<file path="config.mk">
export PLATFORM = sky130hd
export DESIGN_NAME = sign_extend_16_to_32
export DESIGN_NICKNAME = d
export VERILOG_FILES = /design/src/rtl/sign_extend_16_to_32.sv
export SDC_FILE = /design/constraint.sdc
export NUM_CORES = 1
export LEC_CHECK = 0
export ABC_CLOCK_PERIOD_IN_PS = 1200
export BUFFER_PORTS_ARGS = -buffer_cell sky130_fd_sc_hd__clkbuf_2
export CAP_MARGIN = 15
export CORE_MARGIN = 4
export CORE_UTILIZATION = 42
export DETAILED_ROUTE_END_ITERATION = 16
export GPL_ROUTABILITY_DRIVEN = 1
export PLACE_DENSITY = 0.79
export SYNTH_ARGS = -nofsm -noshare
export SYNTH_HDL_FRONTEND = slang
export SYNTH_SLANG_ARGS = --single-unit
</file>
<file path="constraint.sdc">
create_clock -name clk -period 1.2 [get_ports clk]
set_input_delay 0.06 -clock clk [delete_from_list [all_inputs] [get_ports clk]]
set_output_delay 0.06 -clock clk [all_outputs]
set_load 0.03 [all_outputs]
</file>
<file path="src/rtl/sign_extend_16_to_32.sv">
// Immediate extension for the MIPS datapath.
// bit_32 is the combinational sign extension of the 16-bit immediate and feeds
// the ALU-B mux and the branch adder. A single registered stage offers sign,
// zero, LUI and branch-offset extension with valid tracking and result flags.
`timescale 1ns/1ps

module sign_extend_16_to_32 (
  output logic [31:0] bit_32,
  input  logic [15:0] bit_16,
  input  logic        clk,
  input  logic        rst,
  input  logic [1:0]  mode,
  input  logic        in_valid,
  output logic [31:0] ext_q,
  output logic        out_valid,
  output logic        neg_q,
  output logic        zero_q
);

  localparam logic [1:0] MODE_SIGN   = 2'b00;
  localparam logic [1:0] MODE_ZERO   = 2'b01;
  localparam logic [1:0] MODE_LUI    = 2'b10;
  localparam logic [1:0] MODE_BRANCH = 2'b11;

  logic [31:0] ext_res;
  logic [31:0] ext_d;
  logic        neg_d;
  logic        zero_d;
  logic        out_valid_d;
  logic        out_valid_q;

  // Same-cycle sign extension; independent of clock, reset and mode.
  assign bit_32 = {{16{bit_16[15]}}, bit_16};

  // Select the extension for the registered path by mode.
  always_comb begin
    ext_res = bit_32;
    case (mode)
      MODE_SIGN:   ext_res = bit_32;
      MODE_ZERO:   ext_res = {16'h0000, bit_16};
      MODE_LUI:    ext_res = {bit_16, 16'h0000};
      MODE_BRANCH: ext_res = {{14{bit_16[15]}}, bit_16, 2'b00};
      default:     ext_res = bit_32;
    endcase
  end

  // Capture on a valid input, otherwise hold the result and drop valid.
  // The mode mux output is only used when in_valid is high, so an unknown
  // mode while idle cannot reach the registers.
  always_comb begin
    ext_d       = ext_q;
    neg_d       = neg_q;
    zero_d      = zero_q;
    out_valid_d = 1'b0;
    if (in_valid) begin
      ext_d       = ext_res;
      neg_d       = ext_res[31];
      zero_d      = (ext_res == 32'h0000_0000);
      out_valid_d = 1'b1;
    end
  end

  // Result registers; synchronous reset wins over an incoming valid.
  always_ff @(posedge clk) begin
    if (rst) begin
      ext_q       <= 32'h0000_0000;
      neg_q       <= 1'b0;
      zero_q      <= 1'b0;
      out_valid_q <= 1'b0;
    end else begin
      ext_q       <= ext_d;
      neg_q       <= neg_d;
      zero_q      <= zero_d;
      out_valid_q <= out_valid_d;
    end
  end

  assign out_valid = out_valid_q;

endmodule

</file>
# ---- After elaboration in Yosys (flattened, before gate mapping)
# Cells that the tools add are included.
dict set report op_classes {
  eq_ne 3
  muxes 2
  n_reduce_logical 2
}
# op count
set op_table {}
lappend op_table {{case mux 32 bit (4 select lines)} 1}
lappend op_table {{zero test 32 bit} 1}
lappend op_table {{equality test 2 bit (second input constant)} 2}
lappend op_table {{equality test 2 x 1 -> 1 bit (second input constant)} 1}
lappend op_table {{zero test 2 bit} 1}
lappend op_table {{two-way mux 1 bit} 1}
dict set report word_totals {
  regBits 35
  inputBits 21
  out_inout_bits 67
  wordCells 11
}

# ---- Depth between registers and ports, before layout
dict set report depth {
  word_depth 3
  depth_mapped 8
  ltp_nobuf 5
}

# ---- Worst setup path after synthesis
# Ideal clock, no wire load.
dict set report synth_path {
  path_type {input-to-reg}
  startpoint {input port mode[0]}
  endpoint {register zero_q}
  setup_ns 0.057
  arrival_time_ns 1.265
  required_ns 1.143
  path_slack_ns -0.122
  cell_stages 7
  n_path_buf 2
  path_cell_list {buf_6 and2_4 buf_6 o2bb2ai_2 or4_4 nor3_2 a21o_1}
}
dict set report synth_between {
  elab_chain_cells 3
  word_cells_on_any_way 6
  classes_between {eq/ne: 3; mux: 1; reduce/logical: 2}
}
# element line_no
set synth_rtl {}
lappend synth_rtl {{start, declared} 12} ;# input logic [1:0] mode,
lappend synth_rtl {{equality test 2 bit, or another cell as far along} 38} ;# case (mode)
lappend synth_rtl {{case mux 32 bit (4 select lines) *} 38}
lappend synth_rtl {{zero test 32 bit *} 58} ;# zero_d = (ext_res == 32'h0000_0000);
lappend synth_rtl {{end signal, assigned} 73} ;# zero_q <= zero_d;
lappend synth_rtl {{end, declared} 17} ;# output logic zero_q
# Every way passes the cells marked *; elsewhere a longest branch is shown, timed or not.
# A chain may end at the register's enable or synchronous reset.

# ---- Worst setup path in the final report
dict set report layout_path {
  startpoint {input port bit_16[5]}
  endpoint {register zero_q}
}
dict set report layout_between {
  elab_chain_cells 2
}
# element line_no
set layout_rtl {}
lappend layout_rtl {{start, declared} 9} ;# input logic [15:0] bit_16,
lappend layout_rtl {{case mux 32 bit (4 select lines)} 38}
lappend layout_rtl {{zero test 32 bit} 58}
# No other way between the ends.

==> flow_results.xml <==
<?xml version="1.0" encoding="UTF-8"?>
<metrics>
  <group name="cells_and_area">
    <metric name="number_of_filler_instances_in_the_final_layout" unit="">396</metric>
    <metric name="finish.net_count" unit="">335</metric>
    <metric name="syn2layout_area_growth" unit="%">30.3</metric>
    <metric name="final-instance-count-excl-fill" unit="">365</metric>
    <metric name="total_area_of_sequential_cells" unit="µm²">681</metric>
    <metric name="stdcell_area" unit="µm²">2430</metric>
    <metric name="drive_above_1_share" unit="%">44.1</metric>
    <metric name="antenna_cells_inserted" unit="">0</metric>
    <metric name="multiInputGateArea" unit="µm²">848</metric>
  </group>
  <group name="setup_path">
    <metric name="startpoint_type" unit="">primary input</metric>
    <metric name="cp_slowest_stage_delay" unit="ps">520</metric>
    <metric name="criticalPathCategory" unit="">in2reg</metric>
    <metric name="cp-end-kind" unit="">flip-flop</metric>
    <metric name="slowest_stage" unit="">or4_4</metric>
    <metric name="worstPathMaxFanout" unit="">3</metric>
    <metric name="critical_path.cell_chain" unit="">clkbuf_2 -&gt; nor4_2 -&gt; a211oi_1 -&gt; or4_4 -&gt; nor3_2 -&gt; a21o_1</metric>
    <metric name="worst_r2r_path_depth" unit="">2</metric>
    <metric name="crit_required" unit="ps">1430</metric>
    <metric name="cp_data_arrival_time" unit="ps">1360</metric>
  </group>
  <group name="run_status">
    <metric name="run_status" unit="">completed</metric>
  </group>
  <group name="synthesis">
    <metric name="synth_largest_type_area_fraction" unit="%">36.4</metric>
    <metric name="synth_mux_area_share" unit="%">1.61</metric>
    <metric name="synth_top_family_by_area" unit="">simple AND/OR/NAND/NOR gates</metric>
    <metric name="synth_cell_types" unit="">33</metric>
    <metric name="ys_async_sr_fraction" unit="%">0</metric>
    <metric name="top_cells_by_area_in_the_synthesized_netlist" unit="">dfxtp_1 36%, buf_4 13%, a21oi_1 8.0%</metric>
    <metric name="synth-xor-area-share" unit="%">0</metric>
    <metric name="synth-edff-count" unit="">0</metric>
    <metric name="seq_area_frac_synth" unit="%">36.4</metric>
    <metric name="syn-num-nets" unit="">256</metric>
    <metric name="synth-main-ff-cell" unit="">dfxtp_1</metric>
    <metric name="ys_seq_elements" unit="">34</metric>
    <metric name="count_of_synthesis_stage_warnings_from_yosys" unit="">0</metric>
    <metric name="synthAdderAreaFrac" unit="%">0</metric>
    <metric name="post_synth_and_or_nand_nor_area_fraction" unit="%">23.5</metric>
    <metric name="post_synth.cell_area_avg" unit="µm²">7.95</metric>
    <metric name="synth_compound_area_share" unit="%">19.6</metric>
    <metric name="synth_area" unit="µm²">1870</metric>
    <metric name="synthesis.instances" unit="">235</metric>
    <metric name="yosysTopAreaCell" unit="">dfxtp_1</metric>
  </group>
  <group name="pwr">
    <metric name="max-vdd-ir-drop" unit="mV">0.560</metric>
    <metric name="power.density_cell_area" unit="nW/µm²">1220</metric>
    <metric name="power_leakage" unit="nW">1.15</metric>
  </group>
  <group name="clock_network">
    <metric name="clk_latency" unit="ps">280</metric>
    <metric name="cts.clk_slew.worst_paths" unit="ps">70</metric>
    <metric name="clkSinkCount" unit="">34</metric>
    <metric name="clock_path_buffers" unit="">2</metric>
    <metric name="tritoncts_clock_tree" unit="">built</metric>
    <metric name="number_of_clock_buffers_inserted_by_tritoncts" unit="">5</metric>
    <metric name="cts_root_buf" unit="">clkbuf_8</metric>
    <metric name="cts-htree-levels" unit="">2</metric>
  </group>
  <group name="job">
    <metric name="max_cap_violations" unit="">0</metric>
  </group>
  <group name="die">
    <metric name="std_cell_rows" unit="">23</metric>
    <metric name="core-area" unit="µm²">4140</metric>
    <metric name="top_level_ports" unit="">88</metric>
    <metric name="die_w" unit="µm">74.7</metric>
    <metric name="floorplan.initialDensity" unit="%">45.1</metric>
    <metric name="floorplan.die_area" unit="µm²">5580</metric>
    <metric name="die-height" unit="µm">74.7</metric>
  </group>
  <group name="sta">
    <metric name="max_freq" unit="GHz">0.888</metric>
    <metric name="post-route-worst-setup-slack" unit="ps">74.2</metric>
    <metric name="hold_viol" unit="">0</metric>
    <metric name="setup_viol" unit="">0</metric>
    <metric name="final_period_minus_worst_setup_slack" unit="ps">1130</metric>
    <metric name="fin_skew" unit="ps">0</metric>
    <metric name="grt_setup_unrepaired" unit="">false</metric>
    <metric name="finalMaxSlewViolations" unit="">0</metric>
    <metric name="layout_worst_path_cycle_share" unit="%">93.8</metric>
    <metric name="worst_pin_slew" unit="ps">303</metric>
    <metric name="worst_slew_margin_rel" unit="%">79.6</metric>
  </group>
  <group name="detailed_routing">
    <metric name="route.vias.total" unit="">1842</metric>
    <metric name="detail_route.vias_per_cell" unit="">5.05</metric>
    <metric name="drt_wl_total" unit="µm">5340</metric>
    <metric name="postRouteAntennaNets" unit="">0</metric>
    <metric name="dr.pass1.iters" unit="">4</metric>
    <metric name="wire_length_per_cell" unit="µm">14.6</metric>
    <metric name="detail_route.iter0.violations" unit="">77</metric>
    <metric name="drc_errors" unit="">0</metric>
  </group>
  <group name="placed_design">
    <metric name="placed_cells_incl_taps" unit="">356</metric>
    <metric name="finalWeightedCongestion" unit="">0.933</metric>
    <metric name="io_buffer_count" unit="">87</metric>
    <metric name="place_ws" unit="ps">-248</metric>
    <metric name="dpl-instance-area" unit="µm²">2320</metric>
    <metric name="dp_hpwl" unit="µm">4100</metric>
  </group>
  <group name="global_routing">
    <metric name="met1_usage" unit="%">27.8</metric>
    <metric name="largest_net_degree_at_the_start_of_global_routing" unit="">34</metric>
    <metric name="grt_util_met2" unit="%">29.2</metric>
    <metric name="grt_pass1_vias" unit="">1748</metric>
    <metric name="overflow" unit="">0</metric>
    <metric name="grt_first_pass_wirelength" unit="µm">8440</metric>
    <metric name="grt_antenna_before_repair" unit="">0</metric>
    <metric name="grt.busiest_layer" unit="">met2</metric>
    <metric name="groute.layer.met3.usage" unit="%">5.47</metric>
    <metric name="grt.total_usage" unit="%">19.6</metric>
  </group>
  <group name="min_path">
    <metric name="hold_path_depth" unit="">3</metric>
    <metric name="worstHoldPathType" unit="">in2reg</metric>
  </group>
</metrics>
## flip-flops by register name, summed over array words and instances (netlist names)
name	flops
neg_q	1
ext_q	31
zero_q	1
out_valid	1
## per-stage QoR
stage	hold WS [ps]	setup TNS (ps)	total power (W)	util, %
CTS	87.8	0	0.00299	58.4
global route	118	0	0.00310	58.7
detailed placement	302	-248	0.00214	56.0
finish	103	0	0.00297	58.7
floorplan	219	-122	0.00187	-
global placement	291	-216	0.00213	56.0
## layout by cell type, fill, tap and decap left out, drive strengths merged
master	count
a211oi	13
a21o	1
a21oi	30
a22o	1
a2bb2oi	1
a311oi	2
a31oi	1
and2	1
buf	37
clkbuf	92
clkinv	2
clkinvlp	1
dfxtp	34
dlygate4sd3	1
inv	1
mux2i	3
nand2	5
nand2b	6
nand3	3
nand3b	3
nor2	31
nor2b	14
nor3	18
nor3b	1
nor4	3
o2111ai	1
o21ai	4
o2bb2ai	1
o31a	1
o31ai	1
o41ai	1
or4	1
## final cells by class
| cell class | instances | area share (%) |
|---|---|---|
| inverter | 1 | 0.154 |
| tap | 50 | 2.57 |
| clock buffer | 5 | 2.83 |
| clock inverter | 3 | 0.874 |
| sequential | 34 | 28.0 |
| timing repair buffer | 125 | 30.7 |
| multi-input combinational | 147 | 34.9 |
## layer usage
| metal | up-vias | share of wire [%] |
|---|---|---|
| met5 | - | 0 |
| met3 | 4 | 7.8 |
| met2 | 86 | 44 |
| met1 | 808 | 47 |
| li1 | 944 | - |
| met4 | 0 | 0.69 |
## cell usage after synthesis (4+ instances only)
cell,count
a211oi_1,13
a21oi_1,30
buf_4,33
nor3_1,17
nand2_1,5
clkbuf_1,13
o21ai_0,4
nor2_1,31
dfxtp_1,34
nor2b_1,14
nand2b_1,6
## kinds of logic after synthesis
group                  Yosys count
buffers and inverters           54
muxes                            3
AOI/OAI and AO/OA               58
and+or+nand+nor                 86
DFF                             34
## worst paths after layout
check / endpoint / from / slack, ps
worst min-delay path: neg_q / in_valid / 100
worst max-delay path: zero_q / bit_16[5] / 70
worst max register to register: ext_q[15] / ext_q[15] / 420
worst min register to register: ext_q[0] / ext_q[0] / 480
## worst max-delay path: cells and delay by family
family | cells | cell delay [ps]
AOI/OAI and AO/OA | 2 | 250
and+or+nand+nor | 3 | 930
buffers and inverters | 1 | 120
## power breakdown
| part | switching [W] | internal (W) |
|---|---|---|
| Combinational | 0.000576 | 0.000308 |
| Clock | 0.000433 | 0.000407 |
| Sequential | 0.0000400 | 0.00120 |
## what timing repair did
| action | in CTS | in global routing |
|---|---|---|
| endpoints found under the setup margin | 0 | 1 |
| hold buffers | 1 | 0 |
| buffers inserted | 0 | 0 |
| gates resized for setup | 0 | 3 |
| endpoints found under the hold margin | 1 | 0 |
No activity file was read; power rests on OpenSTA's default activity.
